==> config.mk <==
export PLATFORM = sky130hd
export DESIGN_NAME = dm_access_ctrl_flat
export DESIGN_NICKNAME = d
export VERILOG_FILES = /design/src/rtl/dm_pkg.sv /design/src/rtl/dm_access_ctrl_if.sv /design/src/rtl/dm_load_fmt.sv /design/src/rtl/dm_access_ctrl.sv /design/src/flat_wrapper.sv
export SDC_FILE = /design/constraint.sdc
export NUM_CORES = 1
export LEC_CHECK = 0
export CAP_MARGIN = 20
export CORE_ASPECT_RATIO = 1.1
export CORE_MARGIN = 1.5
export CORE_UTILIZATION = 30
export DETAILED_ROUTE_END_ITERATION = 7
export GPL_ROUTABILITY_DRIVEN = 1
export GPL_TIMING_DRIVEN = 0
export SETUP_SLACK_MARGIN = 0.3
export SYNTH_ARGS = -nofsm -noshare
export SYNTH_HDL_FRONTEND = slang
export SYNTH_HIERARCHICAL = 1
export SYNTH_SLANG_ARGS = --single-unit
export TNS_END_PERCENT = 5
==> constraint.sdc <==
create_clock -name clock -period 3.5 [get_ports clock]
set_input_delay 0.35 -clock clock [delete_from_list [all_inputs] [get_ports clock]]
set_output_delay 0.35 -clock clock [all_outputs]
set_load 0.05 [all_outputs]
==> src/rtl/dm_pkg.sv <==
// rtl/dm_pkg.sv - shared types and lane helpers for the data-memory access controller
//
// Purpose: load/store size encodings, controller FSM state type, and the
//          byte-enable / write-data lane replication helpers shared by the
//          controller and anything else that needs to place data on lanes.
// Ports:   none (package).
package dm_pkg;

  typedef enum logic [1:0] {
    LS_NONE = 2'b00,
    LS_WORD = 2'b01,
    LS_HALF = 2'b10,
    LS_BYTE = 2'b11
  } ls_e;

  typedef enum logic [1:0] {
    ST_IDLE,
    ST_PIPE_BUSY,
    ST_LDR_BUSY,
    ST_RESP
  } state_e;

  function automatic logic [3:0] lane_be(input ls_e ls, input logic [1:0] lo);
    logic [3:0] be;
    case (ls)
      LS_WORD: be = 4'b1111;
      LS_HALF: be = lo[1] ? 4'b1100 : 4'b0011;
      LS_BYTE: be = 4'b0001 << lo;
      default: be = 4'b0000;
    endcase
    return be;
  endfunction

  // Store data arrives right-aligned; replicate it so whichever lane the
  // byte enables select already carries the right bits.
  function automatic logic [31:0] lane_wdata(input ls_e ls, input logic [31:0] wd);
    logic [31:0] r;
    case (ls)
      LS_HALF: r = {2{wd[15:0]}};
      LS_BYTE: r = {4{wd[7:0]}};
      default: r = wd;
    endcase
    return r;
  endfunction

  function automatic logic is_misaligned(input ls_e ls, input logic [1:0] lo);
    return ((ls == LS_WORD) && (lo != 2'b00)) || ((ls == LS_HALF) && lo[0]);
  endfunction

endpackage

==> src/rtl/dm_access_ctrl_if.sv <==
// rtl/dm_access_ctrl_if.sv - req/ack data-memory bus between controller and memory
//
// Purpose: groups the single-ported data-memory handshake.
// Signals: req, we, be[3:0], addr[ADDR_W-3:0] (word address), wdata[31:0]
//          driven by the controller; ack, rdata[31:0] driven by the memory.
// Modports: master (controller side), slave (memory side).
interface dm_access_ctrl_if #(
  parameter int ADDR_W = 13
);
  logic              req;
  logic              we;
  logic [3:0]        be;
  logic [ADDR_W-3:0] addr;
  logic [31:0]       wdata;
  logic              ack;
  logic [31:0]       rdata;

  modport master (
    output req, we, be, addr, wdata,
    input  ack, rdata
  );

  modport slave (
    input  req, we, be, addr, wdata,
    output ack, rdata
  );
endinterface

==> src/rtl/dm_load_fmt.sv <==
// rtl/dm_load_fmt.sv - load data lane select and sign/zero extension
//
// Purpose: picks the addressed halfword or byte out of a memory word and
//          extends it to 32 bits. Purely combinational so forwarding logic
//          can reuse it.
// Ports:   rdata[31:0] raw memory word, size (ls_e), addr_lo[1:0] byte
//          offset, ext (1 = sign-extend), data[31:0] formatted result.
module dm_load_fmt
  import dm_pkg::*;
(
  input  logic [31:0] rdata,
  input  ls_e         size,
  input  logic [1:0]  addr_lo,
  input  logic        ext,
  output logic [31:0] data
);

  logic [15:0] hsel;
  logic [7:0]  bsel;

  always_comb begin
    hsel = addr_lo[1] ? rdata[31:16] : rdata[15:0];
    case (addr_lo)
      2'd0:    bsel = rdata[7:0];
      2'd1:    bsel = rdata[15:8];
      2'd2:    bsel = rdata[23:16];
      default: bsel = rdata[31:24];
    endcase
    case (size)
      LS_HALF: data = {{16{ext & hsel[15]}}, hsel};
      LS_BYTE: data = {{24{ext & bsel[7]}}, bsel};
      default: data = rdata;
    endcase
  end

endmodule

==> src/rtl/dm_access_ctrl.sv <==
// rtl/dm_access_ctrl.sv - MEM-stage data-memory sequencer and pipeline/loader arbiter
//
// Purpose: shares one single-ported data memory between the pipeline
//          (byte/half/word loads and stores) and the loader/debug port
//          (word only), stalling the pipeline until each access completes.
// Ports:   clock, reset (async, active-high)
//          p_ls/p_we/p_ext/p_addr/p_wdata  pipeline request
//          p_stall/p_done/p_rdata/p_misalign pipeline response
//          l_req/l_we/l_addr/l_wdata         loader request
//          l_ack/l_rdata                     loader response
//          mem                               memory bus (master side)
module dm_access_ctrl
  import dm_pkg::*;
#(
  parameter int ADDR_W     = 13,
  parameter int MAX_STREAK = 4
) (
  input  logic        clock,
  input  logic        reset,
  input  logic [1:0]  p_ls,
  input  logic        p_we,
  input  logic        p_ext,
  input  logic [31:0] p_addr,
  input  logic [31:0] p_wdata,
  output logic        p_stall,
  output logic        p_done,
  output logic [31:0] p_rdata,
  output logic        p_misalign,
  input  logic        l_req,
  input  logic        l_we,
  input  logic [31:0] l_addr,
  input  logic [31:0] l_wdata,
  output logic        l_ack,
  output logic [31:0] l_rdata,
  dm_access_ctrl_if.master mem
);

  localparam int SW = $clog2(MAX_STREAK + 1);

  state_e            state;
  logic [SW-1:0]     streak;
  logic              req_q;
  logic              we_q;
  logic [3:0]        be_q;
  logic [ADDR_W-3:0] addr_q;
  logic [31:0]       wdata_q;
  ls_e               fmt_ls;
  logic [1:0]        fmt_lo;
  logic              fmt_ext;
  logic [31:0]       fmt_data;

  ls_e  ls;
  logic ldr_win;

  assign ls = ls_e'(p_ls);
  // The loader only pre-empts a waiting pipeline once the pipeline has had
  // MAX_STREAK consecutive grants while the loader was asking.
  assign ldr_win = l_req && ((ls == LS_NONE) || (streak == SW'(MAX_STREAK)));

  assign p_stall = (ls != LS_NONE) && !p_done;

  assign mem.req   = req_q;
  assign mem.we    = we_q;
  assign mem.be    = be_q;
  assign mem.addr  = addr_q;
  assign mem.wdata = wdata_q;

  logic unused_addr_bits;
  assign unused_addr_bits = ^{p_addr[31:ADDR_W], l_addr[31:ADDR_W], l_addr[1:0]};

  dm_load_fmt u_load_fmt (
    .rdata   (mem.rdata),
    .size    (fmt_ls),
    .addr_lo (fmt_lo),
    .ext     (fmt_ext),
    .data    (fmt_data)
  );

  always_ff @(posedge clock or posedge reset) begin
    if (reset) begin
      state      <= ST_IDLE;
      streak     <= '0;
      req_q      <= 1'b0;
      we_q       <= 1'b0;
      be_q       <= 4'b0000;
      addr_q     <= '0;
      wdata_q    <= 32'h0;
      fmt_ls     <= LS_NONE;
      fmt_lo     <= 2'b00;
      fmt_ext    <= 1'b0;
      p_done     <= 1'b0;
      p_rdata    <= 32'h0;
      p_misalign <= 1'b0;
      l_ack      <= 1'b0;
      l_rdata    <= 32'h0;
    end else begin
      p_done     <= 1'b0;
      p_misalign <= 1'b0;
      l_ack      <= 1'b0;
      case (state)
        ST_IDLE: begin
          if (ldr_win) begin
            streak  <= '0;
            req_q   <= 1'b1;
            we_q    <= l_we;
            be_q    <= 4'b1111;
            addr_q  <= l_addr[ADDR_W-1:2];
            wdata_q <= l_wdata;
            state   <= ST_LDR_BUSY;
          end else if (ls != LS_NONE) begin
            if (!l_req)
              streak <= '0;
            else if (streak != SW'(MAX_STREAK))
              streak <= streak + 1'b1;
            if (is_misaligned(ls, p_addr[1:0])) begin
              // Misaligned accesses never reach memory; report and return.
              p_rdata    <= 32'h0;
              p_misalign <= 1'b1;
              p_done     <= 1'b1;
              state      <= ST_RESP;
            end else begin
              req_q   <= 1'b1;
              we_q    <= p_we;
              be_q    <= lane_be(ls, p_addr[1:0]);
              addr_q  <= p_addr[ADDR_W-1:2];
              wdata_q <= lane_wdata(ls, p_wdata);
              fmt_ls  <= ls;
              fmt_lo  <= p_addr[1:0];
              fmt_ext <= p_ext;
              state   <= ST_PIPE_BUSY;
            end
          end
        end
        ST_PIPE_BUSY: begin
          if (mem.ack) begin
            req_q   <= 1'b0;
            we_q    <= 1'b0;
            p_rdata <= we_q ? 32'h0 : fmt_data;
            p_done  <= 1'b1;
            state   <= ST_RESP;
          end
        end
        ST_LDR_BUSY: begin
          if (mem.ack) begin
            req_q   <= 1'b0;
            we_q    <= 1'b0;
            l_rdata <= mem.rdata;
            l_ack   <= 1'b1;
            state   <= ST_RESP;
          end
        end
        default: begin
          // One idle gap per access: anything pending waits for IDLE.
          state <= ST_IDLE;
        end
      endcase
    end
  end

endmodule
==> src/flat_wrapper.sv <==
// flat-port wrapper written by rule: the top's interface ports become plain ports
module dm_access_ctrl_flat import dm_pkg::*;
#(
  parameter int ADDR_W     = 13,
  parameter int MAX_STREAK = 4
)
  (clock, reset, p_ls, p_we, p_ext, p_addr, p_wdata, p_stall, p_done, p_rdata, p_misalign, l_req, l_we, l_addr, l_wdata, l_ack, l_rdata, mem_req, mem_we, mem_be, mem_addr, mem_wdata, mem_ack, mem_rdata);
  dm_access_ctrl_if #(.ADDR_W(ADDR_W)) mem_i ();
  input  logic clock;
  input  logic reset;
  input  logic [1:0] p_ls;
  input  logic p_we;
  input  logic p_ext;
  input  logic [31:0] p_addr;
  input  logic [31:0] p_wdata;
  output logic p_stall;
  output logic p_done;
  output logic [31:0] p_rdata;
  output logic p_misalign;
  input  logic l_req;
  input  logic l_we;
  input  logic [31:0] l_addr;
  input  logic [31:0] l_wdata;
  output logic l_ack;
  output logic [31:0] l_rdata;
  output wire logic [$bits(mem_i.req)-1:0] mem_req;
  output wire logic [$bits(mem_i.we)-1:0] mem_we;
  output wire logic [$bits(mem_i.be)-1:0] mem_be;
  output wire logic [$bits(mem_i.addr)-1:0] mem_addr;
  output wire logic [$bits(mem_i.wdata)-1:0] mem_wdata;
  input wire logic [$bits(mem_i.ack)-1:0] mem_ack;
  input wire logic [$bits(mem_i.rdata)-1:0] mem_rdata;
  assign mem_req = mem_i.req;
  assign mem_we = mem_i.we;
  assign mem_be = mem_i.be;
  assign mem_addr = mem_i.addr;
  assign mem_wdata = mem_i.wdata;
  assign mem_i.ack = mem_ack;
  assign mem_i.rdata = mem_rdata;
  dm_access_ctrl #(.ADDR_W(ADDR_W), .MAX_STREAK(MAX_STREAK)) u_core (.clock(clock), .reset(reset), .p_ls(p_ls), .p_we(p_we), .p_ext(p_ext), .p_addr(p_addr), .p_wdata(p_wdata), .p_stall(p_stall), .p_done(p_done), .p_rdata(p_rdata), .p_misalign(p_misalign), .l_req(l_req), .l_we(l_we), .l_addr(l_addr), .l_wdata(l_wdata), .l_ack(l_ack), .l_rdata(l_rdata), .mem(mem_i));
endmodule
# Word level (Yosys, flattened, before mapping)
# Cells that the tools add are included.
dict set report word_totals {
  ff_bits 126
  in_bits 169
  output_inout_bits 117
  wordCells 110
}
dict set report classes {
  addsub 1
  eq_ne 20
  n_shift 1
  mux 46
  bitwise 4
  reduce_logical 23
}
# cell n
set op_table {}
lappend op_table {{two-way mux 32 bit} 8}
lappend op_table {{one-hot mux 32 bit (2 select lines)} 3}
lappend op_table {{two-way mux 11 bit} 3}
lappend op_table {{one-hot mux 8 bit (3 select lines)} 1}
lappend op_table {{two-way mux 16 bit} 1}
lappend op_table {{two-way mux 4 bit} 4}
lappend op_table {{two-way mux 1 bit} 13}
lappend op_table {{equality test 2 bit, second input constant} 6}
lappend op_table {{two-way mux 3 bit} 4}
lappend op_table {{one-hot mux 4 bit (3 select lines)} 1}
lappend op_table {{nonzero test 2 bit} 5}
lappend op_table {{two-way mux 2 bit} 4}
lappend op_table {{!= test 2 x 1 -> 1 bit, second input constant} 4}
lappend op_table {{AND reduction 4 bit} 2}
lappend op_table {{equality test 2 x 1 -> 1 bit, second input constant} 3}
lappend op_table {{logical NOT 2 bit} 3}
lappend op_table {{!= test 3 x 1 -> 1 bit, second input constant} 2}
lappend op_table {{one-hot mux 1 bit (2 select lines)} 3}
lappend op_table {{AND reduction 3 bit} 2}
lappend op_table {{AND reduction 5 bit} 1}
lappend op_table {{logical AND 1 bit} 4}
lappend op_table {{!= test 2 bit, second input constant} 2}
lappend op_table {{one-hot mux 2 bit (2 select lines)} 1}
lappend op_table {{AND reduction 2 bit} 2}
lappend op_table {{other kinds (10)} 13}

# Longest topological paths before layout
dict set report depth {
  depth_word 7
  depth_mapped 9
  depth_no_buf 6
}

# Hierarchy
# Netlist, hierarchy kept.
# module instances cells_each area_per_inst_um2 seq_area_each_um2
set by_module_without_submodules {}
lappend by_module_without_submodules {dm_access_ctrl 1 456 6020.8 3153.0}
lappend by_module_without_submodules {dm_load_fmt 1 91 654.4 0.0}

# Worst setup path after synthesis
# Ideal clock, no wire load.
dict set report synth_path {
  path_kind {register -> register}
  start {reg u_core.streak[0]}
  end {reg u_core.addr_q[0], in the netlist u_core/mem.addr[0]}
  setup_time_ns 0.128
  arrival_ns 1.868
  t_required_ns 3.372
  slack_ns 1.505
  stages_incl_launch_ff 8
  n_path_buf 1
  synth_period_minus_slack_ns 1.995
  cell_sequence {dfrtp_1 > inv_1 > ha_1 > o2bb2ai_4 > and2_1 > buf_2 > mux2_2 > mux2_1}
}
dict set report synth_via {
  elab_chain_cells 5
  elab_cells_between_ends 7
  cone_classes {2 x eq/ne; 1 x mux; 4 x reduce/logical}
}
# element line
set synth_lines {}
lappend synth_lines {{from (decl)} dm_access_ctrl.sv:41} ;# logic [SW-1:0] streak;
lappend synth_lines {{from (signal assigned)} dm_access_ctrl.sv:114} ;# streak <= streak + 1'b1;
lappend synth_lines {{equality test 3 bit *} dm_access_ctrl.sv:58} ;# assign ldr_win = l_req && ((ls == LS_NONE) || (streak == SW'(MAX_STREAK)));
lappend synth_lines {{logical OR 1 bit *} dm_access_ctrl.sv:58}
lappend synth_lines {{logical AND 1 bit *} dm_access_ctrl.sv:58}
lappend synth_lines {{!= test 2 x 1 -> 1 bit (no line) / nonzero test 2 bit (equally long branches)} n/a}
lappend synth_lines {{AND reduction 3 bit (no line)} n/a}
lappend synth_lines {{to (signal assigned)} dm_access_ctrl.sv:107} ;# addr_q <= l_addr[ADDR_W-1:2];
lappend synth_lines {{to (signal assigned)} dm_access_ctrl.sv:125} ;# addr_q <= p_addr[ADDR_W-1:2];
lappend synth_lines {{to (decl)} dm_access_ctrl.sv:45} ;# logic [ADDR_W-3:0] addr_q;
# Mark *: on every way between the ends. The rest lies on a longest branch, timed or not.
# A chain may end at the register's enable or synchronous reset.

# Final worst setup path
dict set report layout_path {
  start {reg u_core.state[0]}
  end {reg u_core.p_rdata[13]}
}
dict set report layout_via {
  elab_chain_cells 3
  elab_cells_between_ends 9
  cone_classes {5 x eq/ne; 1 x mux; 3 x reduce/logical}
}
# element line
set layout_lines {}
lappend layout_lines {{from (decl)} dm_access_ctrl.sv:40} ;# state_e state;
lappend layout_lines {{from (signal assigned)} dm_access_ctrl.sv:81} ;# state <= ST_IDLE;
lappend layout_lines {{from (signal assigned)} dm_access_ctrl.sv:109} ;# state <= ST_LDR_BUSY;
lappend layout_lines {{from (signal assigned)} dm_access_ctrl.sv:120} ;# state <= ST_RESP;
lappend layout_lines {{equality test 2 x 1 -> 1 bit / logical NOT 2 bit (equally long branches)} dm_access_ctrl.sv:100} ;# case (state)
lappend layout_lines {{!= test 2 bit (no line) (tied with other cells)} n/a}
lappend layout_lines {{AND reduction 5 bit (no line)} n/a}
lappend layout_lines {{to (signal assigned)} dm_access_ctrl.sv:138} ;# p_rdata <= we_q ? 32'h0 : fmt_data;
lappend layout_lines {{to (decl)} dm_access_ctrl.sv:27} ;# output logic [31:0] p_rdata,
# Parallel ways exist; a longest one is shown, timed or not.

==> flow_summary.ini <==
[run_status]
status = finished clean

[power]
p_switching_uw = 4980
pwr-share-seq_pct = 23.7
peakVddDrop_v = 0.000539
share_comb_of_total_power_pct = 58.2
pwr_density_cell_mw_per_mm2 = 1050
p_int_uw = 5710
p_leak_uw = 0.00422
clkPwrFrac_pct = 18.1
p_sw_share_pct = 46.6

[cts]
cts_setup_buffers = 0
clkTransAtPathRegs_ps = 70
clock_latency_ps = 430
cts_tree = done
post_cts_resized = 0
htreeDepth = 4
clkSinkCount = 126
cts_buffers = 17
cts-root-buf = clkbuf_16
cts_max_path_buffers = 2
ctsHoldBuffers = 0

[critical_path]
r2r_cells = 7
worstSetupPathType = flip-flop to flip-flop
crit_top_cell = inv_1
cp_top_family = buffers and inverters
cp_slowest_cell = o211ai_1
path_buf_inv = 4
cp-end-kind = flip-flop
crit_path_max_incr_delay_ps = 610
cp.depth = 7
worstPathArrival_ps = 2770
cp-start-kind = flip-flop
path_max_fanout = 10
path_cells = inv_1 -> ha_1 -> clkbuf_1 -> inv_1 -> o211ai_1 -> buf_2 -> a32o_1
required_ps = 3860

[flow_run]
maxCapViolCount = 0

[hold_path]
min_path_type = input port to asynchronous set/reset pin

[sta]
fin_ws_ps = 1090
setup_viol = 0
tightest_slew_ps = 765
slew_headroom_pct = 49.0
setup_tns_ps = 0
slew_violations = 0
skew_ps = 17.9
final_hold_viol_count = 0
min_period_ps = 2410
fmax_mhz = 415
min_period_over_period_pct = 68.9
rsz0062_at_grt = no

[yosys]
synth-seq-cells = 126
synth_area_sq_mm = 0.00668
ys.flop_type = dfrtp_1
synth_cell_types = 52
async_flop_share_pct = 100
synth_warnings = 6
synth-edff-count = 0
synth_area_per_cell_sq_um = 12.2
yosysSeqAreaShare_pct = 47.2
synth_nets = 722
synthCells = 547

[routing]
drtIter0Drc = 340
wl_um = 22900
viasPerCell = 5.03
antenna_left = 0
num_vias = 5638
wire_per_inst_um = 20.5
drt-pass1-iter-count = 4
drc_errors = 0

[floorplan]
num_rows = 57
num_io_pins = 286
die_area_sq_mm = 0.0232
die_w_um = 145
start_util_pct = 30.4
core_area_sq_mm = 0.0220
die_y_um = 159

[final_layout]
final_cell_mix = 243 x clkdlybuf4s50_1, 126 x dfrtp_1, 86 x mux2_2
n_antenna_cell = 0
area_growth_pct = 52.4
final_common_cell = clkdlybuf4s50_1
nets = 987
drive_gt1_share_pct = 21.6

[placement]
place_congestion = 0.811
portBuffers = 243
place_ws_ps = 803
place_hpwl_um = 17500

[global_route]
grt_pass1_vias = 5880
grt_pass1_wl_um = 35100
grt_use_total_pct = 19.9
grt_max_degree = 42
antenna_found_initial = 0
gr-total-overflow = 0
==> metrics by stage <==
stage                     total power, uW  area, sq um  hold slack (ps)  std cells  util, %
final                               10700        10200              365       1120     46.3
after floorplan                      6700         6680              474        547        -
after detailed placement             8750         9540              474       1088     43.4
after global placement               8710         9480              468       1085     43.2
after global routing                11200        10200              422       1120     46.3
after CTS                           10700        10200              373       1120     46.3
==> path summary, 6_finish.rpt <==
kind                                 startpoint                   end  slack [ps]
hold / removal                            reset  u_core/mem.wdata[15]         360
min in group clock         u_core/mem.wdata[23]  u_core/mem.wdata[23]         490
hold reg to reg            u_core/mem.wdata[23]  u_core/mem.wdata[23]         490
setup / recovery                u_core/state[0]    u_core/p_rdata[13]        1090
setup reg to reg                u_core/state[0]    u_core/p_rdata[13]        1090
max in group asynchronous                 reset        u_core/mem.req        2290
==> area by class of cell <==
cell class / count / area, sq um
fillers: 2088 / 11800
multi-input cells: 350 / 3180
flip-flops and latches: 126 / 3150
repair buffers: 246 / 2490
clock buffers: 17 / 425
well taps: 295 / 369
plain buffers: 42 / 233
clock inverters: 15 / 209
inverters: 29 / 113
==> layer usage <==
| metal | track usage, % | vias up | wire (um) |
|---|---|---|---|
| met5 | 0 | - | 0 |
| met4 | 7.19 | 0 | 429 |
| met3 | 7.65 | 23 | 2150 |
| met2 | 32.6 | 274 | 11100 |
| met1 | 23.8 | 2746 | 9300 |
| li1 | - | 2595 | - |
==> cell usage after synthesis (13+ instances only) <==
library cell  number  area [sq um]
dfrtp_1          126          3150
mux2_2            86           968
a32o_1            33           330
mux2i_1           30           300
inv_1             29           109
nor2_1            23          86.3
mux2_4            20           300
nand2_1           17          63.8
o21ai_0           17          85.1
a21oi_1           16          80.1
buf_2             15          75.1
a221oi_1          13           114
clkbuf_1          13          48.8
o2bb2ai_1         13           114
==> state kept, by name (all words and copies together) (netlist names), 2 cells and up <==
name              count
u_core/fmt_lo         2
u_core/fmt_ls         2
u_core/l_rdata       32
u_core/mem.addr      11
u_core/mem.be         4
u_core/mem.wdata     32
u_core/p_rdata       32
u_core/state          2
u_core/streak         3
==> power groups by stage <==
stage | sequential (uW) | combinational (uW) | clock (uW)
5_1_grt | 2630 | 6510 | 2040
2_1_floorplan | 4610 | 2090 | 0
3_3_place_gp | 2540 | 6180 | 0
6_report | 2530 | 6220 | 1930
4_1_cts | 2540 | 6230 | 1980
3_5_place_dp | 2550 | 6200 | 0
==> logic make-up (layout without fill, tap and decap cells) <==
family	after synthesis	count (layout)	synth area share, %
mux	146	146	25.4
compound gates	135	135	16.8
flops	126	126	47.2
buf+inv	71	349	5.12
simple gates	63	63	4.37
fa+ha+maj	6	6	1.12
(Power assumes the default switching activity.)
